**src/rtl/adc_capture_pkg.sv**
```systemverilog
// Shared constants for the ADC capture block: default widths, FIFO pointer width
// and the averaging group size.
package adc_capture_pkg;

  localparam int unsigned DATA_W_DEF     = 8;
  localparam int unsigned FIFO_DEPTH_DEF = 8;
  localparam int unsigned DIV_W_DEF      = 8;
  localparam int unsigned PTR_W          = $clog2(FIFO_DEPTH_DEF);
  localparam int unsigned AVG_GROUP      = 4;
  localparam int unsigned AVG_PHASE_W    = $clog2(AVG_GROUP);

  function automatic int unsigned ptr_width(input int unsigned depth);
    return $clog2(depth);
  endfunction

endpackage

```
**src/rtl/adc_sample_fifo.sv**
```systemverilog
// Synchronous sample FIFO; a push into a full FIFO is accepted only when a pop
// happens in the same cycle.
module adc_sample_fifo
  import adc_capture_pkg::*;
#(
  parameter int unsigned DATA_W = DATA_W_DEF,
  parameter int unsigned DEPTH  = FIFO_DEPTH_DEF,
  localparam int unsigned PtrW  = ptr_width(DEPTH),
  localparam int unsigned CntW  = PtrW + 1
) (
  input  logic              clock,
  input  logic              reset,
  input  logic              push,
  input  logic [DATA_W-1:0] push_data,
  input  logic              pop_ready,
  output logic [DATA_W-1:0] head_data,
  output logic [CntW-1:0]   count,
  output logic              full,
  output logic              empty
);

  localparam logic [CntW-1:0] DepthCnt = CntW'(DEPTH);

  logic [DATA_W-1:0] mem_q [DEPTH];
  logic [PtrW-1:0]   wr_ptr_q, rd_ptr_q;
  logic [CntW-1:0]   count_q;
  logic              pop, push_ok;

  assign empty     = (count_q == '0);
  assign full      = (count_q == DepthCnt);
  assign pop       = !empty && pop_ready;
  assign push_ok   = push && (!full || pop);
  assign head_data = mem_q[rd_ptr_q];
  assign count     = count_q;

  always_ff @(posedge clock) begin
    if (reset) begin
      wr_ptr_q <= '0;
      rd_ptr_q <= '0;
      count_q  <= '0;
      for (int i = 0; i < int'(DEPTH); i++) begin
        mem_q[i] <= '0;
      end
    end else begin
      // When full, wr_ptr == rd_ptr: the head is read this cycle before being overwritten.
      if (push_ok) begin
        mem_q[wr_ptr_q] <= push_data;
        wr_ptr_q        <= wr_ptr_q + PtrW'(1);
      end
      if (pop) begin
        rd_ptr_q <= rd_ptr_q + PtrW'(1);
      end
      if (push_ok && !pop) begin
        count_q <= count_q + CntW'(1);
      end else if (pop && !push_ok) begin
        count_q <= count_q - CntW'(1);
      end
    end
  end

endmodule

```
**src/rtl/adc_capture.sv**
```systemverilog
// ADC sample-clock generator and sample capture into a ready/valid FIFO.
// Optional 4-sample averaging is enabled by defining ADC_CAPTURE_AVG_EN.
module adc_capture
  import adc_capture_pkg::*;
#(
  parameter int unsigned DATA_W     = DATA_W_DEF,
  parameter int unsigned FIFO_DEPTH = FIFO_DEPTH_DEF,
  parameter int unsigned DIV_W      = DIV_W_DEF,
  localparam int unsigned CntW      = $clog2(FIFO_DEPTH) + 1
) (
  input  logic              clock,
  input  logic              reset,
  input  logic              enable,
  input  logic [DIV_W-1:0]  clk_div,
  output logic              adc_clock,
  input  logic [DATA_W-1:0] adc_data,
  output logic              out_valid,
  input  logic              out_ready,
  output logic [DATA_W-1:0] out_data,
  output logic [CntW-1:0]   fifo_count,
  output logic              overflow,
  input  logic              overflow_clear
);

  logic [DIV_W-1:0]  div_cnt_q, div_cnt_d;
  logic              adc_clk_q, adc_clk_d;
  logic              div_wrap, strobe;
  logic [DATA_W-1:0] sample_q, sample_d;
  logic              sample_vld_q, sample_vld_d;
  logic              overflow_q, overflow_d;
  logic              fifo_full, fifo_empty, drop;

  // >= keeps a shrinking clk_div from letting the counter run away.
  assign div_wrap = (div_cnt_q >= clk_div);
  // Sample mid-period: on the cycle adc_clock is driven 1->0.
  assign strobe   = enable && div_wrap && adc_clk_q;

  always_comb begin
    div_cnt_d = div_cnt_q;
    adc_clk_d = adc_clk_q;
    if (!enable) begin
      div_cnt_d = '0;
      adc_clk_d = 1'b0;
    end else if (div_wrap) begin
      div_cnt_d = '0;
      adc_clk_d = !adc_clk_q;
    end else begin
      div_cnt_d = div_cnt_q + DIV_W'(1);
    end
  end

`ifdef ADC_CAPTURE_AVG_EN
  logic [DATA_W+1:0]      acc_q, acc_d, acc_sum;
  logic [AVG_PHASE_W-1:0] phase_q, phase_d;

  always_comb begin
    acc_sum      = acc_q + {2'b00, adc_data};
    acc_d        = acc_q;
    phase_d      = phase_q;
    sample_d     = sample_q;
    sample_vld_d = 1'b0;
    if (!enable) begin
      acc_d   = '0;
      phase_d = '0;
    end else if (strobe) begin
      if (phase_q == AVG_PHASE_W'(AVG_GROUP - 1)) begin
        sample_d     = acc_sum[DATA_W+1:2];
        sample_vld_d = 1'b1;
        acc_d        = '0;
        phase_d      = '0;
      end else begin
        acc_d   = acc_sum;
        phase_d = phase_q + AVG_PHASE_W'(1);
      end
    end
  end

  always_ff @(posedge clock) begin
    if (reset) begin
      acc_q   <= '0;
      phase_q <= '0;
    end else begin
      acc_q   <= acc_d;
      phase_q <= phase_d;
    end
  end
`else
  always_comb begin
    sample_d     = strobe ? adc_data : sample_q;
    sample_vld_d = strobe;
  end
`endif

  // A full FIFO always has a head, so a pop happens exactly when out_ready is high.
  assign drop       = sample_vld_q && fifo_full && !out_ready;
  assign overflow_d = drop || (overflow_q && !overflow_clear);

  always_ff @(posedge clock) begin
    if (reset) begin
      div_cnt_q    <= '0;
      adc_clk_q    <= 1'b0;
      sample_q     <= '0;
      sample_vld_q <= 1'b0;
      overflow_q   <= 1'b0;
    end else begin
      div_cnt_q    <= div_cnt_d;
      adc_clk_q    <= adc_clk_d;
      sample_q     <= sample_d;
      sample_vld_q <= sample_vld_d;
      overflow_q   <= overflow_d;
    end
  end

  adc_sample_fifo #(
    .DATA_W (DATA_W),
    .DEPTH  (FIFO_DEPTH)
  ) u_fifo (
    .clock     (clock),
    .reset     (reset),
    .push      (sample_vld_q),
    .push_data (sample_q),
    .pop_ready (out_ready),
    .head_data (out_data),
    .count     (fifo_count),
    .full      (fifo_full),
    .empty     (fifo_empty)
  );

  assign adc_clock = adc_clk_q;
  assign out_valid = !fifo_empty;
  assign overflow  = overflow_q;

endmodule

```
**config.mk**
```make
export PLATFORM = sky130hd
export DESIGN_NAME = adc_capture
export DESIGN_NICKNAME = d
export VERILOG_FILES = /design/src/rtl/adc_capture_pkg.sv /design/src/rtl/adc_sample_fifo.sv /design/src/rtl/adc_capture.sv
export SDC_FILE = /design/constraint.sdc
export NUM_CORES = 1
export LEC_CHECK = 0
export BUFFER_PORTS_ARGS = -buffer_cell sky130_fd_sc_hd__buf_2
export CORE_MARGIN = 3
export CORE_UTILIZATION = 64
export CTS_BUF_LIST = sky130_fd_sc_hd__clkbuf_16
export DETAILED_ROUTE_END_ITERATION = 6
export GPL_TIMING_DRIVEN = 0
export MAX_ROUTING_LAYER = met4
export PLACE_DENSITY = 0.84
export SLEW_MARGIN = 10
export SYNTH_ARGS = -nofsm -noshare
export SYNTH_HDL_FRONTEND = slang
export SYNTH_HIERARCHICAL = 1
export SYNTH_SLANG_ARGS = --single-unit
```
**constraint.sdc**
```tcl
create_clock -name clock -period 4.95 [get_ports clock]
set_input_delay 0.99 -clock clock [delete_from_list [all_inputs] [get_ports clock]]
set_output_delay 0.99 -clock clock [all_outputs]
set_load 0.05 [all_outputs]
```
==> results.json <==
{
  "status": "completed",
  "yosysSeqAreaShare_pct": 58.55,
  "hold_viol_final": 0,
  "route.detailed.drc": 0,
  "setup_ws_ns": 1.500,
  "die_h_um": 88.70,
  "hold_class": "reg -> reg",
  "maxSlewViolCount": 0,
  "synth-async-reset-ratio_pct": 0,
  "grt_pass1_vias": 2793,
  "peakVddDrop_mv": 0.5442,
  "synth_top_cell_by_area": "edfxtp_1",
  "rsz0062_at_grt": "false",
  "cts_setup_buffers": 0,
  "tritoncts": "done",
  "dp_cells": 469,
  "stdcell_count": 485,
  "coreArea_um2": 6495,
  "setup_violations": 0,
  "dp_slack_ns": 1.854,
  "syn_nets": 393,
  "critPathTopFamily": "buffers and inverters",
  "num_vias": 2819,
  "final_cell_mix": "nor2_1 (89), edfxtp_1 (64), buf_2 (37)",
  "rows": 29,
  "drive_gt1_share_pct": 21.81,
  "cp_slowest_cell": "clkbuf_1",
  "netlist_area_um2": 4377,
  "cp.arrival_ns": 2.46,
  "critPathBufInv": 3,
  "gr-total-overflow": 0,
  "h-tree-depth": 3,
  "cp.required_ns": 3.96,
  "insertedDiodeCount": 0,
  "ys_top_cells_by_area": "edfxtp_1 (44%), dfxtp_1 (15%), mux4_2 (8.2%)",
  "drtPass1Iterations": 5,
  "clk_latency_ns": 0.34,
  "cts_resized": 0,
  "syn_avg_cell_area_um2": 12.26,
  "dr.first_iter.drc_count": 210,
  "grt_use_total_pct": 24.74,
  "crit_path_cell_trace": "clkbuf_1 > clkbuf_1 > mux4_2 > mux2_2 > buf_2",
  "synth-main-ff-cell": "edfxtp_1",
  "area_growth_pct": 12.64,
  "antenna_found_initial": 0,
  "netlist_instances": 357,
  "post-route-min-period_ns": 3.450,
  "grt_pass1_wl_mm": 13.71,
  "setup_tns_ns": 0,
  "via_per_inst": 5.812,
  "cts-root-buf": "clkbuf_16",
  "io_buffers": 35,
  "worstSetupPathType": "reg -> out",
  "skew_ns": 0.006404,
  "start_kind": "register",
  "cp_slowest_stage_delay_ns": 0.52,
  "critPathCaptureType": "output pin",
  "clock.fmax_ghz": 0.2898,
  "cts.sinks": 96,
  "nets": 439,
  "clkTransAtPathRegs_ns": 0.06,
  "io_pins": 36,
  "ant_nets": 0,
  "synth_edf_count": 64,
  "synth_seq_cells": 96,
  "dp_hpwl_mm": 5.811,
  "leakagePower_nw": 1.795,
  "ys_types": 43,
  "initial_core_util_pct": 67.39,
  "die_w_um": 88.70,
  "p_per_area_nw_per_um2": 433.1,
  "path_common_cell": "clkbuf_1",
  "cts.path.max_buffers": 2,
  "max_slew_margin_pct": 60.23,
  "routed_wl_mm": 8.600,
  "cap_violations": 0,
  "p_total_mw": 2.135,
  "synth_top_cell_area_share_pct": 43.91,
  "worstPathMaxFanout": 10,
  "grt_max_degree": 15,
  "hold_buffers": 0,
  "die-area_um2": 7867,
  "mostFrequentLayoutCell": "nor2_1",
  "routabilityCongestion": 0.7437,
  "post_drt_wl_per_cell_um": 17.73,
  "tightest_slew_ns": 0.5965,
  "yosys_warnings": 6,
  "fin_crit_sh_pct": 69.71,
  "cts_buffers": 9
}
==> state kept, by name, indices dropped and copies added (netlist names), named ones only <==
register,count
u_fifo/mem_q,64
div_cnt_q,8
sample_q,8
u_fifo/count,4
u_fifo/rd_ptr_q,3
u_fifo/wr_ptr_q,3
adc_clock,1
overflow,1
sample_vld_q,1
==> cell type report <==
type                            count  area [um^2]
Multi-Input combinational cell    233         1690
Sequential cell                    96         2562
Inverter                           13        48.80
Buffer                             15        75.07
Fill cell                         428         1565
Timing Repair Buffer               35        175.2
Tap cell                           77        96.34
Clock buffer                        9        225.2
Clock inverter                      7        56.30
==> final timing paths <==
kind	startpoint	end	slack (ns)	cells after the start
worst min-delay path	overflow	overflow	0.47	2
worst min register to register	overflow	overflow	0.47	2
worst max-delay path	register	out_data[1]	1.50	5
worst max register to register	u_fifo/count[1]	u_fifo/count[3]	2.02	10
==> Yosys cell counts, types with 2 or more instances <==
master / instances
nand2_2: 3
a21o_1: 3
dfxtp_1: 32
ha_1: 14
nor2_1: 89
edfxtp_1: 64
nand2_1: 18
o21ai_0: 8
a31o_2: 4
clkbuf_1: 9
buf_6: 2
xnor2_1: 6
mux4_2: 16
buf_2: 2
nand3_1: 6
xor2_1: 7
mux2_2: 9
a21oi_1: 13
inv_1: 13
and3_1: 2
nand2b_1: 2
or3b_1: 8
mux2i_1: 3
nor2b_1: 5
==> per-stage QoR <==
| step | hold slack [ns] | area [um^2] | util [%] |
|---|---|---|---|
| floorplan | 0.4411 | 4377 | - |
| CTS | 0.4756 | 4930 | 75.90 |
| global route | 0.4986 | 4930 | 75.90 |
| detailed placement | 0.4604 | 4648 | 71.57 |
| global placement | 0.4531 | 4648 | 71.57 |
| finish | 0.4687 | 4930 | 75.90 |
==> layer usage <==
layer / vias up / GRT usage [%] / routed length, um
li1: 1367 / - / -
met2: 105 / 40.42 / 4321
met1: 1330 / 30.61 / 3524
met3: 17 / 3.911 / 593
met5: - / - / 0
met4: 0 / 10.71 / 159
==> worst reg2reg max path, cell delays in order, from the launching register on <==
cell and delay, ns:
dfxtp_1 0.39, or4b_4 0.58, o21a_4 0.25, buf_6 0.16
ha_1 0.20, inv_1 0.13, ha_1 0.29, a21oi_1 0.19
a211oi_1 0.10, a31oi_1 0.19, mux2_2 0.35
==> cells by family after synthesis <==
| group | synth area share, % |
|---|---|
| simple gates | 14.41 |
| compound gates | 5.918 |
| buf+inv | 2.830 |
| xor+xnor | 2.602 |
| flops | 58.55 |
| mux | 11.24 |
| fa+ha+maj | 4.460 |
==> where the power goes <==
group          internal (mW)  total (mW)  leakage (nW)  switching, mW
Combinational          0.204       0.533         0.771          0.330
Clock                  0.382       0.658         0.144          0.275
Sequential             0.903       0.944         0.880         0.0416
Total                   1.49        2.13          1.80          0.646
(Power assumes the default switching activity.)
